`config.mk`:
```
export PLATFORM = sky130hd
export DESIGN_NAME = uart_rx_fifo
export DESIGN_NICKNAME = d
export VERILOG_FILES = /design/src/rtl/uart_rx_fifo.sv
export SDC_FILE = /design/constraint.sdc
export NUM_CORES = 1
export LEC_CHECK = 0
export CAP_MARGIN = 5
export CORE_MARGIN = 10
export CORE_UTILIZATION = 60
export DETAILED_ROUTE_END_ITERATION = 12
export PLACE_DENSITY = 0.78
export SLEW_MARGIN = 15
export SYNTH_ARGS = -nofsm -noshare
export SYNTH_HDL_FRONTEND = slang
export SYNTH_SLANG_ARGS = --single-unit
```
`constraint.sdc`:
```
create_clock -name clk -period 3.2 [get_ports clk]
set_input_delay 0.64 -clock clk [delete_from_list [all_inputs] [get_ports clk]]
set_output_delay 0.64 -clock clk [all_outputs]
set_load 0.05 [all_outputs]
```
`src/rtl/uart_rx_fifo.sv`:
```
// UART receiver with a first-word-fall-through receive FIFO.
//
// Each frame is a start bit, DATA_BITS payload bits (LSB first), an optional parity bit and a
// stop bit. Every bit is the majority of three samples taken around mid-bit. A finished frame
// is pushed as {parity_err, frame_err, data}. If the FIFO is full and nothing is popped in the
// same cycle, the frame is dropped and the sticky overrun flag is set.
//
// Ports:
//   clk           in   sole clock, rising edge
//   reset         in   synchronous, active-high reset
//   rx            in   asynchronous serial line, idle high
//   m_data        out  head-of-FIFO payload (0 when empty)
//   m_frame_err   out  stop-bit error flag of the head entry
//   m_parity_err  out  parity error flag of the head entry
//   m_valid       out  FIFO non-empty, head entry presented
//   m_ready       in   consumer accepts the head entry
//   fifo_count    out  number of entries held
//   overrun       out  sticky: a frame was dropped because the FIFO was full
//   clear_overrun in   clears overrun; a new overrun in the same cycle takes priority
module uart_rx_fifo #(
  parameter int unsigned CLK_FREQ   = 100_000_000,
  parameter int unsigned BAUD       = 115200,
  parameter int unsigned DATA_BITS  = 8,
  parameter int unsigned PARITY     = 0,
  parameter int unsigned FIFO_DEPTH = 16
) (
  input  logic                          clk,
  input  logic                          reset,
  input  logic                          rx,
  output logic [DATA_BITS-1:0]          m_data,
  output logic                          m_frame_err,
  output logic                          m_parity_err,
  output logic                          m_valid,
  input  logic                          m_ready,
  output logic [$clog2(FIFO_DEPTH):0]   fifo_count,
  output logic                          overrun,
  input  logic                          clear_overrun
);

  localparam int unsigned ClksPerBit = CLK_FREQ / BAUD;
  localparam int unsigned CntW       = $clog2(ClksPerBit);
  localparam int unsigned IdxW       = $clog2(DATA_BITS + 1);
  localparam int unsigned AddrW      = $clog2(FIFO_DEPTH);
  localparam int unsigned EntW       = DATA_BITS + 2;

  localparam logic [CntW-1:0] CntLast = CntW'(ClksPerBit - 1);
  localparam logic [CntW-1:0] SampleA = CntW'(ClksPerBit / 2 - 1);
  localparam logic [CntW-1:0] SampleB = CntW'(ClksPerBit / 2);
  localparam logic [CntW-1:0] SampleC = CntW'(ClksPerBit / 2 + 1);
  localparam logic [IdxW-1:0] IdxLast = IdxW'(DATA_BITS - 1);

  localparam logic [2:0] StIdle     = 3'd0;
  localparam logic [2:0] StStart    = 3'd1;
  localparam logic [2:0] StData     = 3'd2;
  localparam logic [2:0] StParity   = 3'd3;
  localparam logic [2:0] StStop     = 3'd4;
  localparam logic [2:0] StWaitHigh = 3'd5;

  // Input synchronizer and start-arming.
  logic       rx_meta_q, rx_sync_q;
  logic [1:0] settle_q;
  logic       armed_q;

  // settle_q marks when rx_sync_q reflects the line rather than its reset value. Reception is
  // only armed once the line has been seen high, so a line that is low when reset releases
  // (a frame cut by reset) cannot start a bogus frame.
  always_ff @(posedge clk) begin
    if (reset) begin
      rx_meta_q <= 1'b1;
      rx_sync_q <= 1'b1;
      settle_q  <= 2'b00;
      armed_q   <= 1'b0;
    end else begin
      rx_meta_q <= rx;
      rx_sync_q <= rx_meta_q;
      settle_q  <= {settle_q[0], 1'b1};
      armed_q   <= armed_q | (settle_q[1] & rx_sync_q);
    end
  end

  // Receiver FSM.
  logic [2:0]           state_q, state_d;
  logic [CntW-1:0]      cnt_q, cnt_d;
  logic [IdxW-1:0]      idx_q, idx_d;
  logic [DATA_BITS-1:0] shift_q, shift_d;
  logic [1:0]           vote_q, vote_d;
  logic                 perr_q, perr_d;
  logic                 bit_tick, bit_val, exp_par;
  logic                 push;
  logic [EntW-1:0]      push_entry;

  assign bit_tick = (cnt_q == SampleC);
  // Third sample is the live synchronized value; the first two were latched earlier.
  assign bit_val  = (vote_q[0] & vote_q[1]) | (vote_q[0] & rx_sync_q) | (vote_q[1] & rx_sync_q);
  assign exp_par  = (PARITY == 1) ? ~(^shift_q) : (^shift_q);

  always_comb begin
    state_d    = state_q;
    cnt_d      = (cnt_q == CntLast) ? '0 : cnt_q + CntW'(1);
    idx_d      = idx_q;
    shift_d    = shift_q;
    vote_d     = vote_q;
    perr_d     = perr_q;
    push       = 1'b0;
    push_entry = {perr_q, 1'b0, shift_q};

    if (cnt_q == SampleA) vote_d[0] = rx_sync_q;
    if (cnt_q == SampleB) vote_d[1] = rx_sync_q;

    case (state_q)
      StIdle: begin
        cnt_d  = '0;
        idx_d  = '0;
        perr_d = 1'b0;
        if (armed_q && !rx_sync_q) state_d = StStart;
      end
      StStart: begin
        if (bit_tick) state_d = bit_val ? StIdle : StData;
      end
      StData: begin
        if (bit_tick) begin
          shift_d = {bit_val, shift_q[DATA_BITS-1:1]};
          idx_d   = idx_q + IdxW'(1);
          if (idx_q == IdxLast) state_d = (PARITY != 0) ? StParity : StStop;
        end
      end
      StParity: begin
        if (bit_tick) begin
          perr_d  = (bit_val != exp_par);
          state_d = StStop;
        end
      end
      StStop: begin
        if (bit_tick) begin
          push       = 1'b1;
          push_entry = {perr_q, ~bit_val, shift_q};
          // Leaving at mid-stop lets a back-to-back start edge be caught.
          state_d    = bit_val ? StIdle : StWaitHigh;
        end
      end
      StWaitHigh: begin
        if (rx_sync_q) state_d = StIdle;
      end
      default: state_d = StIdle;
    endcase
  end

  always_ff @(posedge clk) begin
    if (reset) begin
      state_q <= StIdle;
      cnt_q   <= '0;
      idx_q   <= '0;
      shift_q <= '0;
      vote_q  <= 2'b11;
      perr_q  <= 1'b0;
    end else begin
      state_q <= state_d;
      cnt_q   <= cnt_d;
      idx_q   <= idx_d;
      shift_q <= shift_d;
      vote_q  <= vote_d;
      perr_q  <= perr_d;
    end
  end

  // Receive FIFO (first-word-fall-through).
  logic [EntW-1:0]  mem_q [FIFO_DEPTH];
  logic [AddrW-1:0] wptr_q, rptr_q;
  logic [AddrW:0]   count_q, count_d;
  logic             overrun_q, overrun_d;
  logic             full, pop, push_ok;
  logic [EntW-1:0]  head;

  assign full    = (count_q == (AddrW + 1)'(FIFO_DEPTH));
  assign m_valid = (count_q != '0);
  assign pop     = m_valid & m_ready;
  // A pop frees the slot in the same cycle, so a push into a full FIFO still lands.
  assign push_ok = push & (~full | pop);
  assign head    = mem_q[rptr_q];

  always_comb begin
    count_d = count_q + (AddrW + 1)'(push_ok) - (AddrW + 1)'(pop);
    if (push && full && !pop) begin
      overrun_d = 1'b1;
    end else if (clear_overrun) begin
      overrun_d = 1'b0;
    end else begin
      overrun_d = overrun_q;
    end
  end

  always_ff @(posedge clk) begin
    if (push_ok) mem_q[wptr_q] <= push_entry;
  end

  always_ff @(posedge clk) begin
    if (reset) begin
      wptr_q    <= '0;
      rptr_q    <= '0;
      count_q   <= '0;
      overrun_q <= 1'b0;
    end else begin
      if (push_ok) wptr_q <= wptr_q + AddrW'(1);
      if (pop)     rptr_q <= rptr_q + AddrW'(1);
      count_q   <= count_d;
      overrun_q <= overrun_d;
    end
  end

  assign m_data       = m_valid ? head[DATA_BITS-1:0] : '0;
  assign m_frame_err  = m_valid & head[DATA_BITS];
  assign m_parity_err = m_valid & head[DATA_BITS+1];
  assign fifo_count   = count_q;
  assign overrun      = overrun_q;

endmodule

```
Yosys cells after proc, flatten, opt, wreduce, memory -nomap -nowiden
Memory sizes are Yosys's and may differ from the RTL's. A register that Yosys moved wholly into a read port is not among the register bits.
Index checks and enable logic that the tools add are counted.
{"block": "classes", "reduce_logical": 16, "bitwise": 14, "eq_ne": 19, "add_sub_neg": 6, "muxes": 26}
{"operator": "equality test 10 x 9 -> 1 bit, second input constant", "n": 3}
{"operator": "2-to-1 mux 3 bit", "n": 8}
{"operator": "2-to-1 mux 9 bit", "n": 2}
{"operator": "case mux 3 bit (6 select lines)", "n": 1}
{"operator": "!= test 2 bit, second input constant", "n": 7}
{"operator": "adder 4 x 1 -> 4 bit, second input constant", "n": 3}
{"operator": "2-to-1 mux 4 bit", "n": 3}
{"operator": "adder 10 x 1 -> 10 bit, second input constant", "n": 1}
{"operator": "equality test 10 bit, second input constant", "n": 1}
{"operator": "bitwise AND 1 bit", "n": 8}
{"operator": "2-to-1 mux 1 bit", "n": 8}
{"operator": "2-to-1 mux 8 bit", "n": 1}
{"operator": "case mux 4 bit (2 select lines)", "n": 1}
{"operator": "XOR reduction 8 bit", "n": 1}
{"operator": "AND reduction 7 bit", "n": 1}
{"operator": "equality test 3 x 2 -> 1 bit, second input constant", "n": 2}
{"operator": "equality test 3 bit, second input constant", "n": 2}
{"operator": "AND reduction 2 bit", "n": 3}
{"operator": "nonzero test 2 bit", "n": 3}
{"operator": "adder 5 x 1 -> 5 bit", "n": 1}
{"operator": "equality test 5 bit, second input constant", "n": 1}
{"operator": "nonzero test 5 bit", "n": 1}
{"operator": "subtractor 5 x 1 -> 5 bit", "n": 1}
{"operator": "equality test 4 x 3 -> 1 bit, second input constant", "n": 1}
{"operator": "other kinds (10)", "n": 17}
{"block": "word_totals", "mem_bits_rw": 160, "n_memories": 1, "out_inout_bits": 17, "register_bits": 47}
{"memory": "mem_q", "words": 16, "width": 10, "rd": 1, "rd_ports_with_merged_regs": 1, "wr": 1, "line_no": "167", "text": "logic [EntW-1:0] mem_q [FIFO_DEPTH];"}

Longest topological paths before layout
Gate-level depths: netlist (run 1).
{"block": "logic_depth", "ltp_word": 6, "mapped_depth": 16, "depth_no_buf": 15}

Worst setup path before layout (run 1)
No wires, ideal clock.
{"block": "synth_path", "path_type": "register -> register", "startpoint": "register count_q[3] (netlist: fifo_count[3])", "endpoint": "register count_q[4] (netlist: fifo_count[4])", "stages_incl_launch_ff": 17, "n_path_buf": 1, "slack_ps": 82, "t_arrival_ps": 2988, "required_ps": 3070, "synth_period_minus_slack_ps": 3118, "cell_sequence": "dfxtp_1 inv_1 ha_1 or3b_1 nor3b_2 nor2_2 clkbuf_1 inv_1 ha_1 inv_1 ha_1 inv_1 fa_1 nor2b_1 o21bai_1 a21oi_1 nor3b_1"}
{"block": "synth_between", "elab_chain_len": 6}
{"element": "start, declared", "line_no": "169", "text": "logic [AddrW:0] count_q, count_d;"}
{"element": "start signal, assigned", "line_no": "205", "text": "count_q <= count_d;"}
{"element": "nonzero test 5 bit / equality test 5 bit (equally long branches)", "line_no": "175, 174"}
{"element": "bitwise AND 1 bit / inverter 1 bit (equally long branches)", "line_no": "176, 178"}
{"element": "bitwise OR 1 bit", "line_no": "178", "text": "assign push_ok = push & (~full | pop);"}
{"element": "bitwise AND 1 bit", "line_no": "178"}
{"element": "adder 5 x 1 -> 5 bit", "line_no": "182", "text": "count_d = count_q + (AddrW + 1)'(push_ok) - (AddrW + 1)'(pop);"}
{"element": "subtractor 5 x 1 -> 5 bit *", "line_no": "182"}
Mark *: on every way between the ends. The rest lies on a longest branch, timed or not.
A chain may end at the register's enable or synchronous reset.

==> out/qor.csv, run 1 <==
metric,value,unit
gr-usage-met1,24.2,%
drv_cap,0,
p_leak,0.00358,uW
endpoint_kind,primary output,
cts_tree,yes,
met3_usage,4.53,%
grt_max_degree,41,
rsz0062_at_grt,true,
grt_pass1_vias,5002,
antenna_cells,0,
postSynthAreaPerCell,16.9,um2
final_util,72.3,%
cts_max_level,1,
pwr-share-comb,26.7,%
synth_most_common_cell,edfxtp_1,
holdPathStages,1,
skew,0.0223,ns
setup_viol,3,
use_met2,33.3,%
synth_top_area_cell,edfxtp_1,
internal_power,5500,uW
die_h,140,um
arrival,2.58,ns
synthDominantCellAreaShare,55.4,%
async_flop_share,0,%
p_sw_share,27.7,%
switchingPower,2110,uW
detailed_place_hpwl,10.9,mm
globalplace.congestion,0.810,
cts_buffers,21,
grt_use_total,19.8,%
vias,4795,
yosysUniqueCellTypes,56,
timing_worst_setup_path_type,reg2out,
max_stage_delay,0.55,ns
synth-seq-area-share,67.2,%
core_area,14000,um2
min_period_over_period,101,%
worstPathRequired,2.56,ns
path_cells,"buf_8, buf_16, mux4_2, mux4_2, and2_4, buf_8",
die-area,19700,um2
ys_top_cells_by_count,"edfxtp_1 (160), dfxtp_1 (51), mux4_2 (38)",
fin_ws,-0.0208,ns
ys_warn_count,0,
rows,43,
portBuffers,21,
synth.area.top_cells,"edfxtp_1 (55%), dfxtp_1 (12%), mux4_2 (9.9%), mux4_1 (3.6%), ha_1 (2.2%)",
path_clk_slew,0.06,ns
synth_nets,535,
reg2reg_depth,13,
pin_count,22,
p_per_area,750,nW/um2
synth_ff_type,edfxtp_1,
die_x,140,um
ant_nets,0,
vdd_drop_max,0.000756,V
grt_first_pass_wirelength,29.9,mm
initial_core_util,61.8,%
worst_path_dominant_cell_family,multiplexers,
root_buffer,clkbuf_16,
clock-sinks,211,
hold_viol,0,
fmax,0.310,GHz
wl_per_cell,26.0,um
drc,0,
synth-seq-cells,211,
start_kind,flop,
hold_path_class,reg2reg,
slew_headroom,49.1,%
worst_pin_slew,0.762,ns
top_usage_layer,met2,
cp_max_fo,5,
syn_inst,514,
finalWirelength,19.8,mm
period_minus_slack,3.22,ns
critPathBufInv,3,
synth_edf_count,160,
vias_per_cell,6.28,
cp_slowest_cell,mux4_2,
insertion_delay,0.51,ns
post-place-ws,0.209,ns
syn2layout_area_growth,17.0,%
first_iter_violations,521,
synth_area,8670,um2
final_layout_size_suffix_gt1_share,24.9,%
maxSlewViolCount,0,
violations,negative setup slack,
stdcell_count,763,
antenna_found_initial,0,
grt_overflow_total,0,
pwr-share-clk,33.5,%
dp_cells,714,
status,finished with violations,
power_frac_seq,39.9,%
hold_buffers,0,
clockBufferDepth,3,
dr.pass1.iters,5,
cp.depth,6,
fin_nets,589,
[cell usage in the layout (no fill, tap or decap), types with 6 or more instances in the layout]
cell type        Yosys  final
a21oi_1             12     12
and2_4               0      9
and3_1              14     14
buf_4                0     21
buf_6                5      9
clkbuf_16            0     24
clkdlybuf4s50_1      0     10
clkinv_2             0      6
dfxtp_1             51     50
edfxtp_1           160    160
ha_1                15     15
inv_1               18     18
mux2i_1             13     13
mux4_2              38     47
nand2_1             10     10
nand3_1             15     15
nor2_1              36     36
nor2b_1              6      6
xnor2_1             14     14
[routing by layer]
| metal | wire length [um] | vias up |
|---|---|---|
| met3 | 1510 | 43 |
| li1 | - | 2109 |
| met4 | 671 | 0 |
| met2 | 10100 | 205 |
| met1 | 7570 | 2438 |
| met5 | 0 | - |
[power by group through the flow]
| stage | Clock (uW) | Combinational (uW) | Sequential (uW) |
|---|---|---|---|
| floorplan | 0 | 1100 | 3140 |
| global placement | 0 | 1520 | 3070 |
| CTS | 2560 | 1930 | 3030 |
| detailed placement | 0 | 1570 | 3070 |
| finish | 2550 | 2030 | 3030 |
| global route | 2690 | 2140 | 3040 |
[registers in the layout (all words and copies together) (netlist names), named ones only]
register / cells
wptr_q: 4
rx_meta_q: 1
idx_q: 4
fifo_count: 5
perr_q: 1
settle_q: 2
overrun: 1
cnt_q: 10
vote_q: 2
armed_q: 1
shift_q: 8
rptr_q: 4
rx_sync_q: 1
state_q: 3
mem_q: 160
[through the flow]
step                      setup TNS [ns]  area (um2)  total power, uW  hold WS, ns
after floorplan                        0        8670             4250        0.389
after global placement                 0        9150             4590        0.397
after detailed placement               0        9150             4640        0.398
after CTS                        -0.0722       10100             7520        0.412
after global routing              -0.375       10100             7870        0.430
final                            -0.0292       10100             7610        0.409
[final timing paths]
kind	endpoint	slack [ns]	start
max reg2reg	fifo_count[4]	0.37	fifo_count[2]
min reg2reg	rx_sync_q	0.41	rx_meta_q
max	m_data[6]	-0.02	flop
min	rx_sync_q	0.41	rx_meta_q
[final cells by class]
cell class                      count  area, um2
Clock buffer                       25        572
Clock inverter                     13        140
Fill cell                         820       3900
Inverter                           18       67.6
Multi-Input combinational cell    262       2640
Sequential cell                   211       5830
Tap cell                          180        225
Timing Repair Buffer               54        669
[repair_timing]
item | CTS | global route
pin swaps | 0 | 0
resized for setup | 27 | 11
buffers inserted | 4 | 0
gates cloned | 5 | 2
setup endpoints to repair | 10 | 11
[cell families after synthesis]
| group | after synthesis | share of synthesized area [%] |
|---|---|---|
| AOI/OAI and AO/OA | 30 | 2.24 |
| xor gates and xnor gates | 20 | 2.18 |
| adders and majority gates | 17 | 2.51 |
| buffers and inverters | 41 | 2.25 |
| DFF | 211 | 67.2 |
| muxes | 63 | 15.0 |
| and+or+nand+nor | 132 | 8.67 |
[worst reg2reg max path, stage by stage, from the launching register on]
cell and delay, ns:
dfxtp_1 0.33, inv_1 0.09, ha_1 0.18, or4b_1 0.46
and2_0 0.24, ha_1 0.29, inv_1 0.05, ha_1 0.14
inv_1 0.06, fa_1 0.38, nor2b_1 0.17, o21bai_1 0.10
a21oi_1 0.15, nor3b_1 0.06
Note: power is estimated with default switching activity, not from simulation.
==> inputs of run 2 (changes only) <==
- REMOVE_ABC_BUFFERS: default -> 1
==> out/qor.csv, run 2 (synthesis results as in run 1) <==
metric,value,unit
rows,43,
fmax,0.318,GHz
antenna_cells,0,
initial_core_util,61.8,%
top_regs,"mem_q: 160 flops, cnt_q: 10 flops, shift_q: 8 flops",
status,finished clean,
clock-sinks,211,
wl_per_cell,23.8,um
grt_pass1_vias,4663,
first_iter_violations,495,
path_clk_slew,0.06,ns
hold_buffers,0,
syn2layout_area_growth,14.3,%
die_x,140,um
regMostFlops,mem_q,
setup_viol,0,
core_area,14000,um2
grt_first_pass_wirelength,27.3,mm
globalplace.congestion,0.757,
maxSlewViolCount,0,
skew,0.0110,ns
cts_max_level,1,
cts_tree,yes,
largest_reg_flops,160,
grt_max_degree,41,
stdcell_count,753,
arrival,2.50,ns
layout_common_cells,"edfxtp_1 (160), dfxtp_1 (50), mux4_2 (42)",
cp_max_fo,7,
cts_buffers,21,
period_minus_slack,3.14,ns
finalWirelength,17.9,mm
rsz0062_at_grt,true,
timing_worst_setup_path_type,reg2out,
p_per_area,725,nW/um2
hold_viol,0,
final_common_cell,edfxtp_1,
detailed_place_hpwl,10.5,mm
worstPathRequired,2.56,ns
hold_path_class,reg2reg,
dp_cells,713,
clockBufferDepth,3,
antenna_found_initial,0,
p_leak,0.00347,uW
vdd_drop_max,0.000475,V
start_kind,flop,
hold_slack,0.429,ns
grt_overflow_total,0,
vias,4661,
ant_nets,0,
drc,0,
drv_cap,0,
dr.pass1.iters,5,
min_period_over_period,98.3,%
pin_count,22,
grt_use_total,17.7,%
post-place-ws,0.216,ns
endpoint_kind,primary output,
slew_headroom,43.4,%
insertion_delay,0.48,ns
fin_nets,580,
portBuffers,21,
die-area,19700,um2
fin_ws,0.0553,ns
vias_per_cell,6.19,
worst_pin_slew,0.842,ns
root_buffer,clkbuf_16,
die_h,140,um
final_layout_size_suffix_gt1_share,21.1,%
run 2: changes by cell type in the layout (fill, tap and decap cells not counted), sizes merged:
cell,before,now
clkinvlp,0,2
buf,41,33
clkinv,9,2
clkbuf,27,30
run 2: power by group:
part	internal, uW	total, uW	switching (uW)
clock	1510	2480	970
sequential	2960	3040	78.2
combinational	777	1670	897
total	5250	7190	1950
run 2: worst paths after layout:
check | slack (ns) | endpoint | cells past startpoint | start
worst max-delay path | 0.06 | m_data[6] | 5 | flop
worst min-delay path | 0.43 | rx_sync_q | 1 | rx_meta_q
worst max register to register | 0.34 | fifo_count[4] | 13 | fifo_count[2]
worst min register to register | 0.43 | rx_sync_q | 1 | rx_meta_q
run 2: final cells by class:
class	instances	area, um2
inverters	18	67.6
multi-input cells	262	2640
clock inverters	8	124
well taps	180	225
flip-flops and latches	211	5830
repair buffers	45	457
clock buffers	29	577
fillers	860	4120
run 2: per-stage QoR:
stage / area (um2) / util, % / setup TNS [ns] / power, uW
floorplan: 8550 / - / -5.29 / 4180
global placement: 9140 / 65.1 / 0 / 4600
detailed placement: 9140 / 65.1 / 0 / 4640
CTS: 9900 / 70.5 / 0 / 7200
global route: 9920 / 70.6 / -0.0187 / 7470
finish: 9920 / 70.6 / 0 / 7190
run 2: layer usage:
metal | global-route usage (%) | wire, um | vias up
met3 | 3.58 | 1270 | 26
li1 | - | - | 2091
met4 | 6.09 | 365 | 0
met2 | 28.2 | 8850 | 197
met1 | 23.8 | 7400 | 2347
met5 | 0 | 0 | -
run 2: worst max-delay path, cell delays in order, from the launching register on:
cell	delay, ns
dfxtp_4	0.46
buf_12	0.17
mux4_2	0.55
mux4_2	0.50
and2_1	0.19
buf_6	0.15
run 2: repair_timing:
| action | 4_1_cts | 5_1_grt |
|---|---|---|
| endpoints found under the hold margin | 0 | 0 |
| buffers inserted | 2 | 0 |
| gates resized for setup | 3 | 13 |
| cloned | 1 | 1 |
| setup endpoints to repair | 10 | 9 |
